## config.mk

```make
export PLATFORM = sky130hd
export DESIGN_NAME = alu_uart_ctrl_flat
export DESIGN_NICKNAME = d
export VERILOG_FILES = /design/src/rtl/alu_uart_ctrl_pkg.sv /design/src/rtl/alu_uart_ctrl_if.sv /design/src/rtl/alu_uart_ctrl_timeout.sv /design/src/rtl/alu_uart_ctrl.sv /design/src/flat_wrapper.sv
export SDC_FILE = /design/constraint.sdc
export NUM_CORES = 1
export LEC_CHECK = 0
export BUFFER_PORTS_ARGS = -buffer_cell sky130_fd_sc_hd__buf_2
export CAP_MARGIN = 20
export CORE_AREA = 5 5 84 86
export CTS_CLUSTER_SIZE = 14
export DETAILED_ROUTE_END_ITERATION = 6
export DIE_AREA = 0 0 89 91
export GPL_TIMING_DRIVEN = 0
export PLACE_DENSITY = 0.64
export SYNTH_ARGS = -nofsm -noshare
export SYNTH_HDL_FRONTEND = slang
export SYNTH_SLANG_ARGS = --single-unit
export TNS_END_PERCENT = 100
```

## constraint.sdc

```tcl
create_clock -name clk -period 2.05 [get_ports clk]
set_input_delay 0.41 -clock clk [delete_from_list [all_inputs] [get_ports clk]]
set_output_delay 0.41 -clock clk [all_outputs]
set_load 0.1 [all_outputs]
```

## src/rtl/alu_uart_ctrl_pkg.sv

```systemverilog
// Shared constants for the ALU byte-stream controller:
// FSM state encoding and the ALU op codes.
package alu_ctrl_pkg;

  localparam logic [2:0] ST_GET_A   = 3'd0;
  localparam logic [2:0] ST_GET_B   = 3'd1;
  localparam logic [2:0] ST_GET_OP  = 3'd2;
  localparam logic [2:0] ST_SEND    = 3'd3;
  localparam logic [2:0] ST_WAIT_TX = 3'd4;

  typedef enum logic [2:0] {
    GET_A   = ST_GET_A,
    GET_B   = ST_GET_B,
    GET_OP  = ST_GET_OP,
    SEND    = ST_SEND,
    WAIT_TX = ST_WAIT_TX
  } state_t;

  localparam logic [5:0] ADD = 6'h20;
  localparam logic [5:0] SUB = 6'h22;
  localparam logic [5:0] AND = 6'h24;
  localparam logic [5:0] OR  = 6'h25;
  localparam logic [5:0] XOR = 6'h26;
  localparam logic [5:0] NOR = 6'h27;
  localparam logic [5:0] SRA = 6'h03;
  localparam logic [5:0] SRL = 6'h02;

endpackage

```

## src/rtl/alu_uart_ctrl_if.sv

```systemverilog
// UART/ALU side bundle of the controller; master is the
// controller, slave is the UART pair plus ALU.
interface alu_uart_ctrl_if #(
  parameter int DATA_LENGTH = 8,
  parameter int OP_LENGTH   = 6
);
  logic [DATA_LENGTH-1:0] rx_data;
  logic                   rx_done;
  logic                   tx_done;
  logic [DATA_LENGTH-1:0] alu_result;
  logic [DATA_LENGTH-1:0] alu_a;
  logic [DATA_LENGTH-1:0] alu_b;
  logic [OP_LENGTH-1:0]   alu_op;
  logic [DATA_LENGTH-1:0] tx_data;
  logic                   tx_start;
  logic                   busy;

  modport master (
    input  rx_data, rx_done, tx_done, alu_result,
    output alu_a, alu_b, alu_op, tx_data, tx_start, busy
  );

  modport slave (
    output rx_data, rx_done, tx_done, alu_result,
    input  alu_a, alu_b, alu_op, tx_data, tx_start, busy
  );
endinterface

```

## src/rtl/alu_uart_ctrl_timeout.sv

```systemverilog
// Inter-byte timeout counter; expired flags the last
// allowed cycle while enabled. TIMEOUT_CYCLES=0 disables it.
module alu_ctrl_timeout #(
  parameter int TIMEOUT_CYCLES = 1000000
) (
  input  logic clk,
  input  logic rst_n,
  input  logic clr,
  input  logic en,
  output logic expired
);

  localparam bit ON = (TIMEOUT_CYCLES > 0);
  localparam int W  = ON ? $clog2(TIMEOUT_CYCLES + 1) : 1;
  localparam logic [W-1:0] LAST =
    W'(ON ? TIMEOUT_CYCLES - 1 : 0);

  logic [W-1:0] cnt;

  always_ff @(posedge clk or negedge rst_n) begin
    if (!rst_n) begin
      cnt <= '0;
    end else if (clr) begin
      cnt <= '0;
    end else if (en && ON) begin
      cnt <= cnt + 1'b1;
    end
  end

  assign expired = ON && en && (cnt == LAST);

endmodule

```

## src/rtl/alu_uart_ctrl.sv

```systemverilog
// Collects A, B, op bytes from the UART RX, drives the ALU,
// and hands the registered result to the UART TX.
module alu_uart_ctrl #(
  parameter int DATA_LENGTH    = 8,
  parameter int OP_LENGTH      = 6,
  parameter int TIMEOUT_CYCLES = 1000000
) (
  input logic           clk,
  input logic           rst_n,
  alu_uart_ctrl_if.master bus
);
  import alu_ctrl_pkg::*;

  state_t st, nxt;
  logic   tmo_clr, tmo_en, tmo_exp;

  logic [DATA_LENGTH-1:0] a_q, b_q, tx_q;
  logic [OP_LENGTH-1:0]   op_q;
  logic                   start_q, busy_q;

  alu_ctrl_timeout #(
    .TIMEOUT_CYCLES(TIMEOUT_CYCLES)
  ) u_tmo (
    .clk    (clk),
    .rst_n  (rst_n),
    .clr    (tmo_clr),
    .en     (tmo_en),
    .expired(tmo_exp)
  );

  always_ff @(posedge clk or negedge rst_n) begin
    if (!rst_n) st <= GET_A;
    else        st <= nxt;
  end

  // rx_done has priority over timeout expiry
  always_comb begin
    nxt     = st;
    tmo_clr = 1'b0;
    tmo_en  = 1'b0;
    unique case (st)
      GET_A: begin
        tmo_clr = 1'b1;
        if (bus.rx_done) nxt = GET_B;
      end
      GET_B: begin
        tmo_en = 1'b1;
        if (bus.rx_done) begin
          nxt     = GET_OP;
          tmo_clr = 1'b1;
        end else if (tmo_exp) begin
          nxt     = GET_A;
          tmo_clr = 1'b1;
        end
      end
      GET_OP: begin
        tmo_en = 1'b1;
        if (bus.rx_done) begin
          nxt     = SEND;
          tmo_clr = 1'b1;
        end else if (tmo_exp) begin
          nxt     = GET_A;
          tmo_clr = 1'b1;
        end
      end
      SEND:    nxt = WAIT_TX;
      WAIT_TX: if (bus.tx_done) nxt = GET_A;
      default: nxt = GET_A;
    endcase
  end

  always_ff @(posedge clk or negedge rst_n) begin
    if (!rst_n) begin
      a_q     <= '0;
      b_q     <= '0;
      op_q    <= '0;
      tx_q    <= '0;
      start_q <= 1'b0;
      busy_q  <= 1'b0;
    end else begin
      start_q <= (st == SEND);
      busy_q  <= (nxt != GET_A);
      if (st == GET_A && bus.rx_done)
        a_q <= bus.rx_data;
      if (st == GET_B && bus.rx_done)
        b_q <= bus.rx_data;
      if (st == GET_OP && bus.rx_done)
        op_q <= bus.rx_data[OP_LENGTH-1:0];
      if (st == SEND)
        tx_q <= bus.alu_result;
    end
  end

  assign bus.alu_a    = a_q;
  assign bus.alu_b    = b_q;
  assign bus.alu_op   = op_q;
  assign bus.tx_data  = tx_q;
  assign bus.tx_start = start_q;
  assign bus.busy     = busy_q;

endmodule
```

## src/flat_wrapper.sv

```systemverilog
// flat-port wrapper written by rule: the top's interface ports become plain ports
module alu_uart_ctrl_flat import alu_ctrl_pkg::*;
#(
  parameter int DATA_LENGTH    = 8,
  parameter int OP_LENGTH      = 6,
  parameter int TIMEOUT_CYCLES = 1000000
)
  (clk, rst_n, bus_rx_data, bus_rx_done, bus_tx_done, bus_alu_result, bus_alu_a, bus_alu_b, bus_alu_op, bus_tx_data, bus_tx_start, bus_busy);
  alu_uart_ctrl_if #(.DATA_LENGTH(DATA_LENGTH), .OP_LENGTH(OP_LENGTH)) bus_i ();
  input logic clk;
  input logic rst_n;
  input wire logic [$bits(bus_i.rx_data)-1:0] bus_rx_data;
  input wire logic [$bits(bus_i.rx_done)-1:0] bus_rx_done;
  input wire logic [$bits(bus_i.tx_done)-1:0] bus_tx_done;
  input wire logic [$bits(bus_i.alu_result)-1:0] bus_alu_result;
  output wire logic [$bits(bus_i.alu_a)-1:0] bus_alu_a;
  output wire logic [$bits(bus_i.alu_b)-1:0] bus_alu_b;
  output wire logic [$bits(bus_i.alu_op)-1:0] bus_alu_op;
  output wire logic [$bits(bus_i.tx_data)-1:0] bus_tx_data;
  output wire logic [$bits(bus_i.tx_start)-1:0] bus_tx_start;
  output wire logic [$bits(bus_i.busy)-1:0] bus_busy;
  assign bus_i.rx_data = bus_rx_data;
  assign bus_i.rx_done = bus_rx_done;
  assign bus_i.tx_done = bus_tx_done;
  assign bus_i.alu_result = bus_alu_result;
  assign bus_alu_a = bus_i.alu_a;
  assign bus_alu_b = bus_i.alu_b;
  assign bus_alu_op = bus_i.alu_op;
  assign bus_tx_data = bus_i.tx_data;
  assign bus_tx_start = bus_i.tx_start;
  assign bus_busy = bus_i.busy;
  alu_uart_ctrl #(.DATA_LENGTH(DATA_LENGTH), .OP_LENGTH(OP_LENGTH), .TIMEOUT_CYCLES(TIMEOUT_CYCLES)) u_core (.clk(clk), .rst_n(rst_n), .bus(bus_i));
endmodule
```

==> impl_metrics.py, run 1 <==
metrics = {
    "sta": {
        "final.period_utilization": 1.08,
        "finalSetupViolations": 18,
        "worstMarginPinSlew_ns": 0.657,
        "slew_headroom": 0.562,
        "fmax_ghz": 0.453,
        "fin_skew_ns": 0.00434,
        "rsz0062_at_grt": "true",
        "slew_violations": 0,
        "hold_viol": 0,
        "setup_ws_ns": -0.155,
        "post-route-min-period_ns": 2.21,
    },
    "detailed_routing": {
        "drt_pass1_iterations": 4,
        "routed_via_density": 4.83,
        "dr_total_vias": 1755,
        "post_drt_wl_per_cell_microns": 13.3,
        "drc": 0,
        "ant_nets": 0,
        "routed_wl_mm": 4.84,
        "drt_iter0_drc": 77,
    },
    "worst_setup_path": {
        "max_stage_delay_ns": 0.55,
        "path_common_cell": "buf_6",
        "cp-end-kind": "flop",
        "worstRegToRegCells": 7,
        "crit_required_ns": 2.24,
        "cp_cell_sequence": "or4b_4 > a2111oi_4 > a21oi_2 > a221oi_4 > buf_6 > buf_6 > nor2_2",
        "cp.arrival_ns": 2.40,
        "cp_max_fo": 5,
        "cp_slowest_cell": "or4b_4",
        "critPathKind": "reg2reg",
        "cp-start-kind": "flop",
    },
    "clock_tree": {
        "path_clk_slew_ns": 0.09,
        "root_buffer": "clkbuf_8",
        "clock_path_buffers": 2,
        "clkSinkCount": 55,
        "cts_tree": "yes",
        "numCtsBuffers": 5,
        "clock_latency_ns": 0.30,
        "htreeDepth": 2,
    },
    "worst_hold_path": {
        "hold_class": "in2async",
    },
    "yosys": {
        "avgSynthCellArea_sq_um": 11.3,
        "netlist_area_sq_um": 2430,
        "ys_ff_latch": 55,
        "synth_warnings": 0,
        "synth_cell_types": 37,
        "seq_area_frac_synth": 0.566,
        "synth_mux_area_frac": 0.102,
        "synthesis.nets": 237,
        "synth_top_family_by_area": "simple AND/OR/NAND/NOR gates",
        "synth_compound_area_frac": 0.0515,
        "syn_inst": 216,
        "synth_xor_area_frac": 0.0648,
        "yosys.area_share.simple": 0.193,
        "synth_fa_ha_area_frac": 0.00515,
    },
    "placement": {
        "io_buffers": 51,
        "dp_cells": 346,
        "routabilityCongestion": 0.744,
        "pre_cts_ws_ns": -0.411,
        "dp.final_hpwl_mm": 3.51,
    },
    "finish": {
        "nNetsFinal": 307,
        "n_fill_cell": 579,
        "final_common_cell": "dfrtp_1",
        "final_cell_mix": "55 x dfrtp_1, 52 x buf_2, 36 x nand2_1",
        "drive_above_1_share": 0.402,
        "final_util": 0.491,
        "num_antenna_cells": 0,
        "syn2layout_area_growth_pct": 25.3,
        "finalNonFillerCells": 363,
    },
    "grt": {
        "track_usage": 0.125,
        "grt_pass1_wl_mm": 8.19,
        "grt-ovfl-total": 0,
        "grt_antenna_before_repair": 0,
        "grt_pass1_vias": 1775,
        "grt_max_degree": 30,
    },
    "die": {
        "row_count": 29,
        "fp.dieW_microns": 89,
        "io_pins": 52,
        "die_area_sq_um": 8100,
        "initial_utilization": 0.392,
        "core_sq_um": 6200,
        "die_y_microns": 91,
    },
    "flow_run": {
        "maxCapViolations": 0,
    },
    "outcome": {
        "violations": "setup timing",
        "status": "finished, violations left",
    },
}
==> cell families after synthesis <==
group                    after synthesis
adder cells (fa/ha/maj)                1
XOR/XNOR                              18
AND/OR/NAND/NOR                       98
buffers and inverters                  9
AO/OA/AOI/OAI                         13
flip-flops                            55
multiplexers                          22
==> stage by stage <==
step           cell area (sq um)  hold slack [ns]  TNS, ns
2_1_floorplan               2430            0.114    -1.91
3_3_place_gp                2780            0.453    -7.68
3_5_place_dp                2810            0.458    -6.27
4_1_cts                     3020            0.141    -2.52
5_1_grt                     3050            0.174    -5.22
6_report                    3050            0.129    -2.56
==> routing by layer <==
layer,wire length [microns],part of all wire,up-vias,track usage
li1,-,-,873,-
met1,2230,0.46,834,0.168
met2,2220,0.46,41,0.199
met3,341,0.070,7,0.0335
met4,46,0.0095,0,0.0347
met5,0,0,-,0
==> final timing paths <==
path / endpoint / startpoint / slack (ns)
setup / recovery: u_core.u_tmo.cnt[14]$_DFFE_PN0P_ / u_core.u_tmo.cnt[12]$_DFFE_PN0P_ / -0.16
setup reg to reg: u_core.u_tmo.cnt[14]$_DFFE_PN0P_ / u_core.u_tmo.cnt[12]$_DFFE_PN0P_ / -0.16
hold reg to reg: u_core.bus.tx_data[6]$_DFFE_PN0P_ / u_core.bus.tx_data[6]$_DFFE_PN0P_ / 0.48
min in group clk: u_core.bus.tx_data[7]$_DFFE_PN0P_ / bus_alu_result[7] / 0.29
max in group asynchronous: u_core.u_tmo.cnt[9]$_DFFE_PN0P_ / rst_n / 1.35
hold / removal: u_core.bus.alu_op[5]$_DFFE_PN0P_ / rst_n / 0.13
==> critical path: cells and delay by family (launching register included) <==
kind | cells | cell delay (ns)
flops | 1 | 0.38
simple gates | 2 | 0.59
buf+inv | 2 | 0.29
compound gates | 3 | 0.84
==> timing repair <==
item                       4_1_cts  5_1_grt
gates resized for setup         10        9
cloned                           1        0
hold buffers                     0        0
hold endpoints to repair         0        0
pin swaps                       15        2
buffers inserted                 8        2
setup endpoints to repair       23       28
==> synthesized netlist by cell type <==
library cell,n,area [sq um]
and4_1,2,17.5
a21o_1,1,7.51
nand3b_1,1,7.51
buf_6,1,11.3
clkbuf_1,3,11.3
nor2_2,2,12.5
ha_1,1,12.5
mux2_2,22,248
xnor2_1,13,114
a32o_1,1,10.0
a211oi_1,1,7.51
a221oi_4,1,26.3
nor4bb_1,1,10.0
or2b_1,1,7.51
xor2_1,5,43.8
o211ai_1,1,7.51
o21ai_0,2,10.0
nor3_1,9,45.0
and4_2,1,10.0
clkinv_1,1,3.75
nor4_1,1,6.26
nor2_1,25,93.8
a2111oi_4,1,27.5
nand2_1,37,139
inv_1,3,11.3
or4bb_1,1,11.3
a21oi_2,1,8.76
buf_2,1,5.00
nand2b_1,2,12.5
and3_1,2,12.5
a21oi_1,4,20.0
or4b_4,1,13.8
nand3_1,6,30.0
and3b_1,1,8.76
dfrtp_1,55,1380
nor2b_1,1,6.26
nand4_1,4,25.0
==> registers in the layout (all words and copies together) (netlist names) <==
name,flops
u_core.u_tmo.cnt,20
u_core.bus.alu_a,8
u_core.bus.alu_b,8
u_core.bus.tx_data,8
u_core.bus.alu_op,6
u_core.st,3
u_core.bus.busy,1
u_core.bus.tx_start,1
==> cell type report <==
cell class              instances  area, sq um  area share
plain buffers                   5         27.5     0.00904
multi-input cells             152         1050       0.345
well taps                      77         96.3      0.0316
clock buffers                   5         68.8      0.0226
flip-flops and latches         55         1380       0.452
inverters                       4         15.0     0.00493
repair buffers                 63          373       0.122
clock inverters                 2         37.5      0.0123
Power of run 1 is left out: the tool's default activity adds up to more than one toggle a clock period on the data nets, which glitch-free logic cannot reach.
==> run 2: changes to the inputs <==
--- a/config.mk
+++ b/config.mk
@@ -12,7 +12,7 @@
 export DETAILED_ROUTE_END_ITERATION = 6
 export DIE_AREA = 0 0 89 91
 export GPL_TIMING_DRIVEN = 0
-export PLACE_DENSITY = 0.64
+export PLACE_DENSITY = 0.62
 export SYNTH_ARGS = -nofsm -noshare
 export SYNTH_HDL_FRONTEND = slang
 export SYNTH_SLANG_ARGS = --single-unit
==> constraint.sdc (replaced) <==
create_clock -name clk -period 2.53 [get_ports clk]
set_input_delay 0.506 -clock clk [delete_from_list [all_inputs] [get_ports clk]]
set_output_delay 0.506 -clock clk [all_outputs]
set_load 0.1 [all_outputs]
==> run 2 against run 1 <==
Against the previous run:
- the flow now finishes without violations
- sequential cell count unchanged
- wire length is 4.5% lower
- final area fell by 3.5%
- highest routed layer unchanged
- worst setup slack better by 0.34 ns
- clock skew is essentially flat
- critical endpoint is now u_core.u_tmo.cnt[18]$_DFFE_PN0P_
- hold slack better by 0.060 ns
==> impl_metrics.py, run 2 (synthesis gave the netlist of run 1 again) <==
metrics = {
    "outcome": {
        "status": "finished clean",
    },
    "die": {
        "fp.dieW_microns": 89,
        "io_pins": 52,
        "die_area_sq_um": 8100,
        "core_sq_um": 6200,
        "row_count": 29,
        "initial_utilization": 0.392,
        "die_y_microns": 91,
    },
    "grt": {
        "track_usage": 0.120,
        "grt_pass1_vias": 1670,
        "grt_max_degree": 31,
        "grt_antenna_before_repair": 0,
        "grt_use_met3": 0.0380,
        "grt_pass1_wl_mm": 7.72,
        "busiest_layer": "met2",
        "grt_util_met2": 0.198,
        "met1_usage": 0.146,
        "grt-ovfl-total": 0,
    },
    "placement": {
        "routabilityCongestion": 0.767,
        "dp.final_hpwl_mm": 3.42,
        "pre_cts_ws_ns": 0.0598,
        "io_buffers": 51,
    },
    "finish": {
        "final_cell_mix": "55 x dfrtp_1, 52 x buf_2, 37 x nand2_1",
        "drive_above_1_share": 0.337,
        "num_antenna_cells": 0,
        "syn2layout_area_growth_pct": 20.9,
        "largest_reg_flops": 20,
        "final_common_cell": "dfrtp_1",
        "n_fill_cell": 584,
        "nNetsFinal": 300,
        "top_register": "u_core.u_tmo.cnt",
    },
    "sta": {
        "setup_ws_ns": 0.186,
        "fin_skew_ns": 0.00454,
        "post-route-min-period_ns": 2.34,
        "setup-tns-final_ns": 0,
        "slew_violations": 0,
        "finalSetupViolations": 0,
        "hold_viol": 0,
        "final.period_utilization": 0.926,
        "slew_headroom": 0.500,
        "fmax_ghz": 0.427,
        "worstMarginPinSlew_ns": 0.747,
        "rsz0062_at_grt": "false",
    },
    "worst_hold_path": {
        "hold_class": "in2async",
    },
    "clock_tree": {
        "root_buffer": "clkbuf_8",
        "clock_path_buffers": 2,
        "htreeDepth": 2,
        "clkSinkCount": 55,
        "ctsResizeCount": 0,
        "numCtsBuffers": 5,
        "path_clk_slew_ns": 0.10,
        "cts_tree": "yes",
        "clock_latency_ns": 0.31,
    },
    "detailed_routing": {
        "drt_pass1_iterations": 4,
        "drt_iter0_drc": 27,
        "routed_via_density": 4.88,
        "post_drt_wl_per_cell_microns": 13.0,
        "ant_nets": 0,
        "dr_total_vias": 1737,
        "routed_wl_mm": 4.62,
        "drc": 0,
    },
    "flow_run": {
        "maxCapViolations": 0,
    },
    "worst_setup_path": {
        "r2r_slack_ns": 0.19,
        "critPathKind": "reg2reg",
        "worstRegToRegCells": 6,
        "max_stage_delay_ns": 0.56,
        "r2r_start": "u_core.u_tmo.cnt[11]$_DFFE_PN0P_",
        "crit_required_ns": 2.73,
        "worstReg2RegEnd": "u_core.u_tmo.cnt[18]$_DFFE_PN0P_",
        "cp_max_fo": 10,
        "cp_slowest_cell": "or4b_4",
        "cp-start-kind": "flop",
        "cp.arrival_ns": 2.54,
        "cp_cell_sequence": "or4b_4 > a2111oi_4 > a21oi_2 > a221oi_4 > buf_6 > nor2_1",
        "cp-end-kind": "flop",
    },
}
[run 2: cell count changes in the layout (fill, tap and decap cells not counted)]
| cell | delta |
|---|---|
| a21oi_1 | +1 |
| a21oi_2 | -1 |
| buf_4 | -3 |
| buf_6 | -4 |
| nand2_1 | +1 |
| nand2_2 | -1 |
| nor2_1 | +11 |
| nor2_2 | -11 |
| nor3_1 | +1 |
| nor3_2 | -1 |
[run 2: area by class of cell]
class | instances | area (sq um) | share of cell area
Clock inverter | 2 | 37.5 | 0.0128
Timing Repair Buffer | 56 | 305 | 0.104
Tap cell | 77 | 96.3 | 0.0328
Clock buffer | 5 | 68.8 | 0.0234
Multi-Input combinational cell | 152 | 1010 | 0.344
Buffer | 5 | 27.5 | 0.00937
Sequential cell | 55 | 1380 | 0.468
Inverter | 4 | 15.0 | 0.00511
[run 2: worst max path at each step]
stage	cells past startpoint	end	start	slack, ns
global route	6	u_core.u_tmo.cnt[18]$_DFFE_PN0P_	u_core.u_tmo.cnt[11]$_DFFE_PN0P_	0.07
finish	6	u_core.u_tmo.cnt[18]$_DFFE_PN0P_	u_core.u_tmo.cnt[11]$_DFFE_PN0P_	0.19
global placement	6	u_core.u_tmo.cnt[14]$_DFFE_PN0P_	u_core.u_tmo.cnt[11]$_DFFE_PN0P_	0.08
detailed placement	6	u_core.u_tmo.cnt[18]$_DFFE_PN0P_	u_core.u_tmo.cnt[11]$_DFFE_PN0P_	0.06
floorplan	6	u_core.u_tmo.cnt[9]$_DFFE_PN0P_	u_core.u_tmo.cnt[11]$_DFFE_PN0P_	0.29
CTS	6	u_core.u_tmo.cnt[18]$_DFFE_PN0P_	u_core.u_tmo.cnt[11]$_DFFE_PN0P_	0.05
[run 2: per-stage QoR]
stage,area (sq um),hold WS (ns),utilization,instances
2_1_floorplan,2430,0.210,-,216
3_3_place_gp,2780,0.454,0.448,344
3_5_place_dp,2810,0.460,0.453,346
4_1_cts,2920,0.206,0.470,353
5_1_grt,2940,0.228,0.474,356
6_report,2940,0.189,0.474,356
[run 2: critical path: cells and delay by family, from the launching register on]
| family | cells | cell delay, ns |
|---|---|---|
| flip-flops | 1 | 0.43 |
| buffers and inverters | 1 | 0.20 |
| AO/OA/AOI/OAI | 3 | 0.98 |
| AND/OR/NAND/NOR | 2 | 0.62 |
[run 2: per-layer routing]
layer	vias up	wire [microns]	share of wire
met5	-	0	0
met4	0	72	0.016
met3	6	363	0.079
met2	42	2130	0.46
met1	830	2050	0.44
li1	859	-	-
[run 2: what timing repair did]
action,CTS,global route
hold buffers,0,0
setup buffers,0,3
setup endpoints to repair,0,10
Power of run 2 is left out for the same reason.
==> run 3: changes to the inputs <==
--- a/config.mk
+++ b/config.mk
@@ -8,9 +8,11 @@
 export BUFFER_PORTS_ARGS = -buffer_cell sky130_fd_sc_hd__buf_2
 export CAP_MARGIN = 20
 export CORE_AREA = 5 5 84 86
+export CTS_BUF_LIST = sky130_fd_sc_hd__clkbuf_4
 export CTS_CLUSTER_SIZE = 14
 export DETAILED_ROUTE_END_ITERATION = 6
 export DIE_AREA = 0 0 89 91
+export GPL_ROUTABILITY_DRIVEN = 0
 export GPL_TIMING_DRIVEN = 0
 export PLACE_DENSITY = 0.62
 export SYNTH_ARGS = -nofsm -noshare
==> run 3 against run 2 <==
Against the previous run:
- maximum frequency about the same
- final area down 1.1%
- cell count unchanged
- utilization down 0.50 points
- wire length down 1.1%
- sequential cell count unchanged
- via count down 0.29%
- critical path depth unchanged
- register-to-register slack about the same
- clock skew up 0.0033 ns
- worst setup slack better by 0.0019 ns
- hold slack worse by 0.072 ns
- highest routed layer unchanged
==> impl_metrics.py, run 3 (synthesis gave the netlist of run 1 again) <==
metrics = {
    "clock_tree": {
        "path_clk_slew_ns": 0.15,
        "numCtsBuffers": 5,
        "cts_tree": "yes",
        "cts_hold_buf": 0,
        "clkSinkCount": 55,
        "clock_path_buffers": 2,
        "htreeDepth": 2,
        "clock_latency_ns": 0.36,
        "root_buffer": "clkbuf_4",
    },
    "placement": {
        "dp.final_hpwl_mm": 3.42,
        "io_buffers": 51,
    },
    "worst_setup_path": {
        "r2r_start": "u_core.u_tmo.cnt[11]$_DFFE_PN0P_",
        "critPathKind": "reg2reg",
        "r2r_slack_ns": 0.19,
        "cp-start-kind": "flop",
        "crit_required_ns": 2.80,
        "cp_max_fo": 10,
        "cp-end-kind": "flop",
        "cp-startpoint": "u_core.u_tmo.cnt[11]$_DFFE_PN0P_",
        "cp.arrival_ns": 2.61,
    },
    "sta": {
        "fin_skew_ns": 0.00786,
        "worstMarginPinSlew_ns": 0.738,
        "hold_viol": 0,
        "slew_violations": 0,
        "finalSetupViolations": 0,
        "setup-tns-final_ns": 0,
        "slew_headroom": 0.506,
        "post-route-min-period_ns": 2.34,
        "fmax_ghz": 0.427,
        "final.period_utilization": 0.926,
        "rsz0062_at_grt": "false",
    },
    "flow_run": {
        "maxCapViolations": 0,
    },
    "detailed_routing": {
        "drt_iter0_drc": 28,
        "drc": 0,
        "routed_wl_mm": 4.57,
        "routed_via_density": 4.87,
        "dr_total_vias": 1732,
        "drt_pass1_iterations": 4,
        "ant_nets": 0,
        "post_drt_wl_per_cell_microns": 12.8,
    },
    "grt": {
        "grt_max_degree": 31,
        "grt_pass1_wl_mm": 7.71,
        "grt_antenna_before_repair": 0,
        "grt_pass1_vias": 1679,
        "track_usage": 0.118,
        "grt-ovfl-total": 0,
    },
    "die": {
        "initial_utilization": 0.392,
        "row_count": 29,
        "fp.dieW_microns": 89,
        "die_area_sq_um": 8100,
        "io_pins": 52,
        "core_sq_um": 6200,
        "die_y_microns": 91,
    },
    "finish": {
        "num_antenna_cells": 0,
        "final_common_cell": "dfrtp_1",
        "final_cell_mix": "55 x dfrtp_1, 52 x buf_2, 37 x nand2_1",
        "top_register": "u_core.u_tmo.cnt",
        "largest_reg_flops": 20,
        "drive_above_1_share": 0.337,
        "n_fill_cell": 591,
        "multi_input_area_sq_um": 1010,
        "nNetsFinal": 300,
        "seq_area_sq_um": 1380,
        "syn2layout_area_growth_pct": 19.6,
    },
    "outcome": {
        "status": "finished clean",
    },
    "worst_hold_path": {
        "hold_class": "in2async",
    },
}
## run 3: layer usage
| layer | share of wire | vias up | routed length (microns) | track usage |
|---|---|---|---|---|
| met2 | 0.47 | 42 | 2130 | 0.200 |
| li1 | - | 860 | - | - |
| met4 | 0.013 | 0 | 59 | 0.0298 |
| met3 | 0.076 | 7 | 347 | 0.0353 |
| met5 | 0 | - | 0 | 0 |
| met1 | 0.44 | 823 | 2030 | 0.144 |
## run 3: worst paths after layout
path	endpoint	depth (start not counted)
setup / recovery	u_core.u_tmo.cnt[18]$_DFFE_PN0P_	6
hold / removal	u_core.bus.alu_op[5]$_DFFE_PN0P_	1
setup reg to reg	u_core.u_tmo.cnt[18]$_DFFE_PN0P_	6
hold reg to reg	u_core.bus.tx_data[0]$_DFFE_PN0P_	2
max in group asynchronous	u_core.u_tmo.cnt[19]$_DFFE_PN0P_	2
min in group clk	u_core.bus.tx_data[2]$_DFFE_PN0P_	3
## run 3: stage by stage
step | setup slack, ns | cell area (sq um) | utilization | std cells | hold WS (ns)
after floorplan | 0.286 | 2430 | - | 216 | 0.210
after global placement | 0.0767 | 2780 | 0.448 | 344 | 0.454
after detailed placement | 0.0598 | 2810 | 0.453 | 346 | 0.460
after CTS | 0.0413 | 2890 | 0.465 | 353 | 0.126
after global routing | 0.0717 | 2910 | 0.469 | 356 | 0.136
final | 0.188 | 2910 | 0.469 | 356 | 0.116
## run 3: timing repair
action	CTS	global route
resized for setup	0	0
endpoints found under the hold margin	0	0
setup buffers	0	3
setup endpoints to repair	0	10
## run 3: critical path: stages (launching register included)
cell	delay, ns
dfrtp_1	0.45
or4b_4	0.56
a2111oi_4	0.40
a21oi_2	0.16
a221oi_4	0.41
buf_6	0.20
nor2_1	0.06
## run 3: layout make-up
| class | count | share of cell area |
|---|---|---|
| Clock inverter | 2 | 0.0129 |
| Tap cell | 77 | 0.0331 |
| Sequential cell | 55 | 0.473 |
| Timing Repair Buffer | 56 | 0.105 |
| Buffer | 5 | 0.00947 |
| Inverter | 4 | 0.00516 |
| Multi-Input combinational cell | 152 | 0.348 |
| Clock buffer | 5 | 0.0129 |
Power of run 3 is left out for the same reason.
